File: config.mk
export PLATFORM = sky130hd
export DESIGN_NAME = bit_serializer
export DESIGN_NICKNAME = d
export VERILOG_FILES = /design/src/rtl/bit_serializer.sv
export SDC_FILE = /design/constraint.sdc
export NUM_CORES = 1
export LEC_CHECK = 0
export ABC_AREA = 1
export CAP_MARGIN = 20
export CORE_AREA = 2 2 45 47
export DETAILED_ROUTE_END_ITERATION = 12
export DIE_AREA = 0 0 47 49
export HOLD_SLACK_MARGIN = 0.15
export MAX_ROUTING_LAYER = met4
export PLACE_DENSITY = 0.67
export SYNTH_ARGS = -nofsm -noshare
export SYNTH_HDL_FRONTEND = slang
export SYNTH_SLANG_ARGS = --single-unit
File: constraint.sdc
create_clock -name clk -period 3.6 [get_ports clk]
set_input_delay 0.36 -clock clk [delete_from_list [all_inputs] [get_ports clk]]
set_output_delay 0.36 -clock clk [all_outputs]
set_load 0.05 [all_outputs]
File: src/rtl/bit_serializer.sv
// Parallel-to-serial stage: WIDTH-bit words in over valid/ready, one bit per clock out.
// Define SER_PARITY_EN to append an even-parity bit to every frame.
module bit_serializer #(
    parameter int   WIDTH     = 8,
    parameter int   GAP       = 0,
    parameter int   MSB_FIRST = 1,
    parameter logic IDLE_BIT  = 1'b0
) (
    input  logic             clk,
    input  logic             reset_n,
    input  logic [WIDTH-1:0] in_data,
    input  logic             in_valid,
    output logic             in_ready,
    output logic             dout,
    output logic             dout_valid,
    output logic             frame_start,
    output logic             busy
);

`ifdef SER_PARITY_EN
    localparam int FRAME_LEN = WIDTH + 1;
`else
    localparam int FRAME_LEN = WIDTH;
`endif
    localparam int CW = $clog2(FRAME_LEN + 1);
    localparam int GW = (GAP > 0) ? $clog2(GAP + 1) : 1;
    localparam logic [CW-1:0] LAST_BIT = CW'(FRAME_LEN - 1);
    localparam logic [GW-1:0] LAST_GAP = GW'((GAP > 0) ? GAP - 1 : 0);

    typedef enum logic [1:0] {S_IDLE, S_SHIFT, S_GAP} state_t;

    state_t           state_reg;
    logic [WIDTH-1:0] shift_reg;
    logic [CW-1:0]    bit_cnt_reg;
    logic [GW-1:0]    gap_cnt_reg;
    logic [WIDTH-1:0] ordered;
    logic             accept;
`ifdef SER_PARITY_EN
    logic             parity_reg;
`endif

    // Reorder the word so the first bit to send always sits in the top position.
    generate
        for (genvar gi = 0; gi < WIDTH; gi++) begin : g_order
            assign ordered[gi] = (MSB_FIRST != 0) ? in_data[gi] : in_data[WIDTH-1-gi];
        end
    endgenerate

    always_comb begin
        in_ready = 1'b0;
        if (reset_n) begin
            case (state_reg)
                S_IDLE:  in_ready = 1'b1;
                S_SHIFT: in_ready = (GAP == 0) && (bit_cnt_reg == LAST_BIT);
                S_GAP:   in_ready = (gap_cnt_reg == LAST_GAP);
                default: in_ready = 1'b0;
            endcase
        end
    end

    assign accept = in_valid && in_ready;

    always_ff @(posedge clk) begin
        if (!reset_n) begin
            state_reg   <= S_IDLE;
            shift_reg   <= '0;
            bit_cnt_reg <= '0;
            gap_cnt_reg <= '0;
            dout        <= IDLE_BIT;
            dout_valid  <= 1'b0;
            frame_start <= 1'b0;
            busy        <= 1'b0;
`ifdef SER_PARITY_EN
            parity_reg  <= 1'b0;
`endif
        end else if (accept) begin
            // First bit goes straight to dout; the rest wait in the shift register.
            state_reg   <= S_SHIFT;
            dout        <= ordered[WIDTH-1];
            shift_reg   <= {ordered[WIDTH-2:0], 1'b0};
            bit_cnt_reg <= '0;
            gap_cnt_reg <= '0;
            dout_valid  <= 1'b1;
            frame_start <= 1'b1;
            busy        <= 1'b1;
`ifdef SER_PARITY_EN
            parity_reg  <= ^in_data;
`endif
        end else begin
            case (state_reg)
                S_SHIFT: begin
                    frame_start <= 1'b0;
                    if (bit_cnt_reg == LAST_BIT) begin
                        dout       <= IDLE_BIT;
                        dout_valid <= 1'b0;
                        if (GAP > 0) begin
                            state_reg   <= S_GAP;
                            gap_cnt_reg <= '0;
                            busy        <= 1'b1;
                        end else begin
                            state_reg <= S_IDLE;
                            busy      <= 1'b0;
                        end
                    end else begin
                        bit_cnt_reg <= bit_cnt_reg + CW'(1);
`ifdef SER_PARITY_EN
                        if (bit_cnt_reg == CW'(WIDTH - 1)) begin
                            dout <= parity_reg;
                        end else begin
                            dout      <= shift_reg[WIDTH-1];
                            shift_reg <= {shift_reg[WIDTH-2:0], 1'b0};
                        end
`else
                        dout      <= shift_reg[WIDTH-1];
                        shift_reg <= {shift_reg[WIDTH-2:0], 1'b0};
`endif
                    end
                end
                S_GAP: begin
                    if (gap_cnt_reg == LAST_GAP) begin
                        state_reg <= S_IDLE;
                        busy      <= 1'b0;
                    end else begin
                        gap_cnt_reg <= gap_cnt_reg + GW'(1);
                    end
                end
                default: begin
                    state_reg   <= S_IDLE;
                    dout        <= IDLE_BIT;
                    dout_valid  <= 1'b0;
                    frame_start <= 1'b0;
                    busy        <= 1'b0;
                end
            endcase
        end
    end

endmodule
* Word level (Yosys, flattened, before mapping) *
Index checks and enable logic that the tools add are counted.

storage, ports and cells
  flip-flop bits (word level) = 18
  bits in latches = 0
  RAM bits = 0
  ROM bits = 0
  input bits = 11
  output and inout bits = 5
  logic and storage cells = 53
  memories kept = 0

operators by class
  add/sub/neg operators = 2
  $mul = 0
  div/mod/pow operators = 0
  order comparisons = 0
  eq/ne operators = 9
  shift operators = 0
  mux-type cells = 21
  bitwise gates (word level) = 3
  reduce and logical (&&, ||, !) cells = 9

operators with widths
  kind                 number
  $mux 8               3
  $mux 1               11
  $reduce_and 2->1     5
  $ne 2x2->1 const B   4
  $ne 3x3->1 const B   2
  $pmux 1 s2           3
  $add 4x1->4 const B  1
  $eq 4x3->1 const B   1
  $mux 2               2
  $pmux 2 s2           1
  $not 1->1            3
  $pmux 1 s3           1
  $eq 2x1->1 const B   1
  $eq 2x2->1 const B   1
  $logic_not 2->1      1
  $reduce_bool 2->1    1
  $reduce_or 2->1      1
  $add 1x1->1 const B  1
  $logic_and 1x1->1    1

* Longest topological paths before layout *
  depth in word-level cells = 6
  mapped depth = 9
  mapped depth without buffers = 8

* Worst setup path before layout *
Ideal clock, no wire load.

  kind = register to output
  from = register bit_cnt_reg[0]
  to = output port in_ready
  data arrival time = 1.557 ns
  required time = 3.240 ns
  setup slack = 1.683 ns
  cell stages (with the launch flop) = 7
  path buffers = 1
  cell sequence = dfxtp_1 ha_1 nand3_2 nand2_2 buf_6 inv_2 nor2_1

between the ends
  word-level cells in the longest chain between the ends = 3

RTL lines
  element                   line  RTL
  start: declaration        34    logic [CW-1:0] bit_cnt_reg;
  start signal: assignment  105   bit_cnt_reg <= bit_cnt_reg + CW'(1);
  $eq 4x3->1                54    S_SHIFT: in_ready = (GAP == 0) && (bit_cnt_reg == LAST_BIT);
  $pmux 1 s3                52    case (state_reg)
  $mux 1                    51    if (reset_n) begin
  end: declaration          13    output logic in_ready,

Every way passes these cells.

* Worst setup path after layout *
Ends and elaborated chain as after synthesis.

==> flow_metrics.py <==
metrics = {
    "place": {
        "dp_hpwl_um": 954.8,
        "io_buffers": 15,
        "placed_area_um2": 885.9,
        "gp_congestion": 0.7647,
    },
    "worst_setup_path": {
        "cpLargestDelayFamily": "buffers and inverters",
        "crit_buf_inv": 2,
        "cp_slowest_cell": "clkdlybuf4s50_1",
        "rr_worst_depth": 8,
        "endpoint_kind": "output pin",
        "r2r_end": "bit_cnt_reg[2]",
        "reg2reg_setup_slack_ns": 2.01,
        "crit_type": "reg -> out",
        "worstPathArrival_ns": 2.41,
        "worstPathCellList": "ha_1, nand3_2, nand2_2, inv_2, nor2_1, clkdlybuf4s50_1",
        "critPathLaunchType": "flip-flop",
        "slowest_delay_ns": 0.81,
        "rr_startpoint": "bit_cnt_reg[0]",
        "cp.required_ns": 3.24,
        "worst-path-max-fanout": 20,
    },
    "power": {
        "p_leak_nw": 0.4590,
        "peakVddDrop_v": 0.0001846,
        "p_per_area_mw_per_mm2": 374.7,
    },
    "synthesis": {
        "synthFlopType": "dfxtp_1",
        "synth_cells": 91,
        "synth_cell_type_count": 23,
        "avgSynthCellArea_um2": 8.346,
        "ys.warnings.count": 0,
        "syn_area_um2": 759.5,
        "synth-seq-cells": 14,
        "synth.net_count": 103,
        "netlist_top_cells_area": "dfxtp_1, nand2_1, o211ai_2",
        "netlist_top_cells_count": "nand2_1, dfxtp_1, inv_1",
        "ys_seq_area_frac": 0.3690,
        "synth_top_area_cell": "dfxtp_1",
        "synth_edf_count": 0,
        "synthArstFlopShare": 0,
        "synth_most_common_cell": "nand2_1",
        "synth_top_area_frac": 0.3690,
    },
    "routing": {
        "routed_wl_um": 1324,
        "drc": 0,
        "vias": 597,
        "drtPass1Iterations": 4,
        "wl_per_cell_um": 10.03,
        "antenna_left": 0,
        "viasPerCell": 4.523,
        "drt_iter0_markers": 10,
    },
    "timing": {
        "tightest_slew_ns": 0.4986,
        "hold_viol_final": 0,
        "timing.final.crit_share": 0.7697,
        "rsz0062_at_grt": "false",
        "tns_ns": 0,
        "fin_worst_skew_ns": 0.004835,
        "max_slew_margin": 0.6665,
        "setup_viol_count_final": 0,
        "layout_min_cycle_time_ns": 2.771,
        "timing.fmax_mhz": 360.9,
        "slew_violations": 0,
    },
    "worst_hold_path": {
        "min-delay-start": "shift_reg[7]",
        "min_to": "dout",
        "min_path_cells": 2,
        "hold_class": "reg -> reg",
    },
    "floorplanning": {
        "die_x_um": 47,
        "die_area_mm2": 0.002303,
        "core_area_mm2": 0.001842,
        "io_pins": 16,
        "initial_core_util": 0.4124,
        "die_h_um": 49,
        "fp-row-count": 16,
    },
    "global_route": {
        "grt_pass1_wl_um": 2290,
        "grt_pass1_vias": 574,
        "grt_start_max_net_pins": 21,
        "antenna_found_initial": 0,
        "grt_overflow": 0,
        "track_usage": 0.1402,
    },
    "cells_and_area": {
        "fill_cells": 192,
        "final_area_um2": 922.1,
        "antenna_cells": 0,
        "regArea_um2": 280.3,
        "drive_above_1_share": 0.2095,
        "fin_util": 0.5007,
        "multi_input_area_um2": 361.6,
        "largest_reg_flops": 7,
        "layout.nets": 118,
        "syn2layout_area_growth_pct": 21.42,
    },
    "clocking": {
        "clock_latency_ns": 0.28,
        "htreeDepth": 1,
        "clk_pin_slew_ns": 0.09,
        "cts_setup_buffers": 0,
        "cts.repair.resized": 0,
        "cts_buffers": 3,
        "ctsHoldBuffers": 0,
        "cts_buffer_depth": 2,
        "cts_tree": "done",
        "root_buffer": "clkbuf_4",
        "cts_num_sinks": 14,
    },
    "flow_run": {
        "max-cap-violations": 0,
    },
    "run_status": {
        "status": "complete, no violations",
    },
}
-- where the power goes --
group / total, mW / leakage [nW] / switching [mW] / internal, mW
combinational: 0.0645 / 0.324 / 0.0382 / 0.0263
sequential: 0.166 / 0.114 / 0.00474 / 0.162
clock: 0.115 / 0.0210 / 0.0532 / 0.0615
-- worst max-delay path by stage --
stage,end,slack (ns),from,cells after the start
5_1_grt,in_ready,0.68,bit_cnt_reg[0],6
3_5_place_dp,in_ready,1.14,bit_cnt_reg[0],6
6_report,in_ready,0.83,bit_cnt_reg[0],6
3_3_place_gp,in_ready,1.17,reset_n,5
2_1_floorplan,in_ready,1.68,bit_cnt_reg[0],6
4_1_cts,in_ready,0.81,bit_cnt_reg[0],6
-- metal layers --
| layer | vias to the layer above | global-route usage | share of wire |
|---|---|---|---|
| met5 | - | - | 0 |
| met1 | 258 | 0.1689 | 0.48 |
| li1 | 323 | - | - |
| met3 | 2 | 0.06667 | 0.044 |
| met4 | 0 | 0.04167 | 0.0083 |
| met2 | 14 | 0.2055 | 0.47 |
-- final cells by class --
type | instances | area share
clock buffer | 4 | 0.03935
inverter | 14 | 0.05699
multi-input combinational | 57 | 0.3921
sequential | 14 | 0.3039
tap | 27 | 0.03664
timing repair buffer | 16 | 0.1710
-- worst min-delay path, delay by kind of cell (launching register included) --
family	cells	cell delay [ns]
DFF	1	0.33
and+or+nand+nor	1	0.06
AOI/OAI and AO/OA	1	0.06
-- kinds of logic (layout without fill, tap and decap cells) --
kind of cell             count (synthesis)  after routing  synth area share
XOR/XNOR                                 2              2           0.02307
buffers and inverters                   20             34            0.1548
AND/OR/NAND/NOR                         44             44            0.3130
flip-flops                              14             14            0.3690
adder cells (fa/ha/maj)                  1              1           0.01647
AO/OA/AOI/OAI                           10             10            0.1236
-- layout by cell type, fill, tap and decap left out, drive strengths merged --
| cell type | count |
|---|---|
| o211ai | 6 |
| nand4 | 7 |
| a21oi | 4 |
| clkbuf | 4 |
| buf | 1 |
| nor2 | 4 |
| xor2 | 1 |
| nand3 | 11 |
| xnor2 | 1 |
| dfxtp | 14 |
| clkdlybuf4s50 | 15 |
| inv | 14 |
| ha | 1 |
| nand2 | 22 |
-- stage by stage --
| stage | instances | hold slack (ns) | setup slack (ns) | total power, mW |
|---|---|---|---|---|
| 6_report | 132 | 0.4977 | 0.8291 | 0.3456 |
| 5_1_grt | 132 | 0.5226 | 0.6752 | 0.3616 |
| 4_1_cts | 132 | 0.4958 | 0.8150 | 0.3495 |
| 3_5_place_dp | 128 | 0.4731 | 1.145 | 0.2346 |
| 3_3_place_gp | 128 | 0.4750 | 1.167 | 0.2339 |
| 2_1_floorplan | 91 | 0.4559 | 1.683 | 0.2187 |
(Power assumes the default switching activity.)
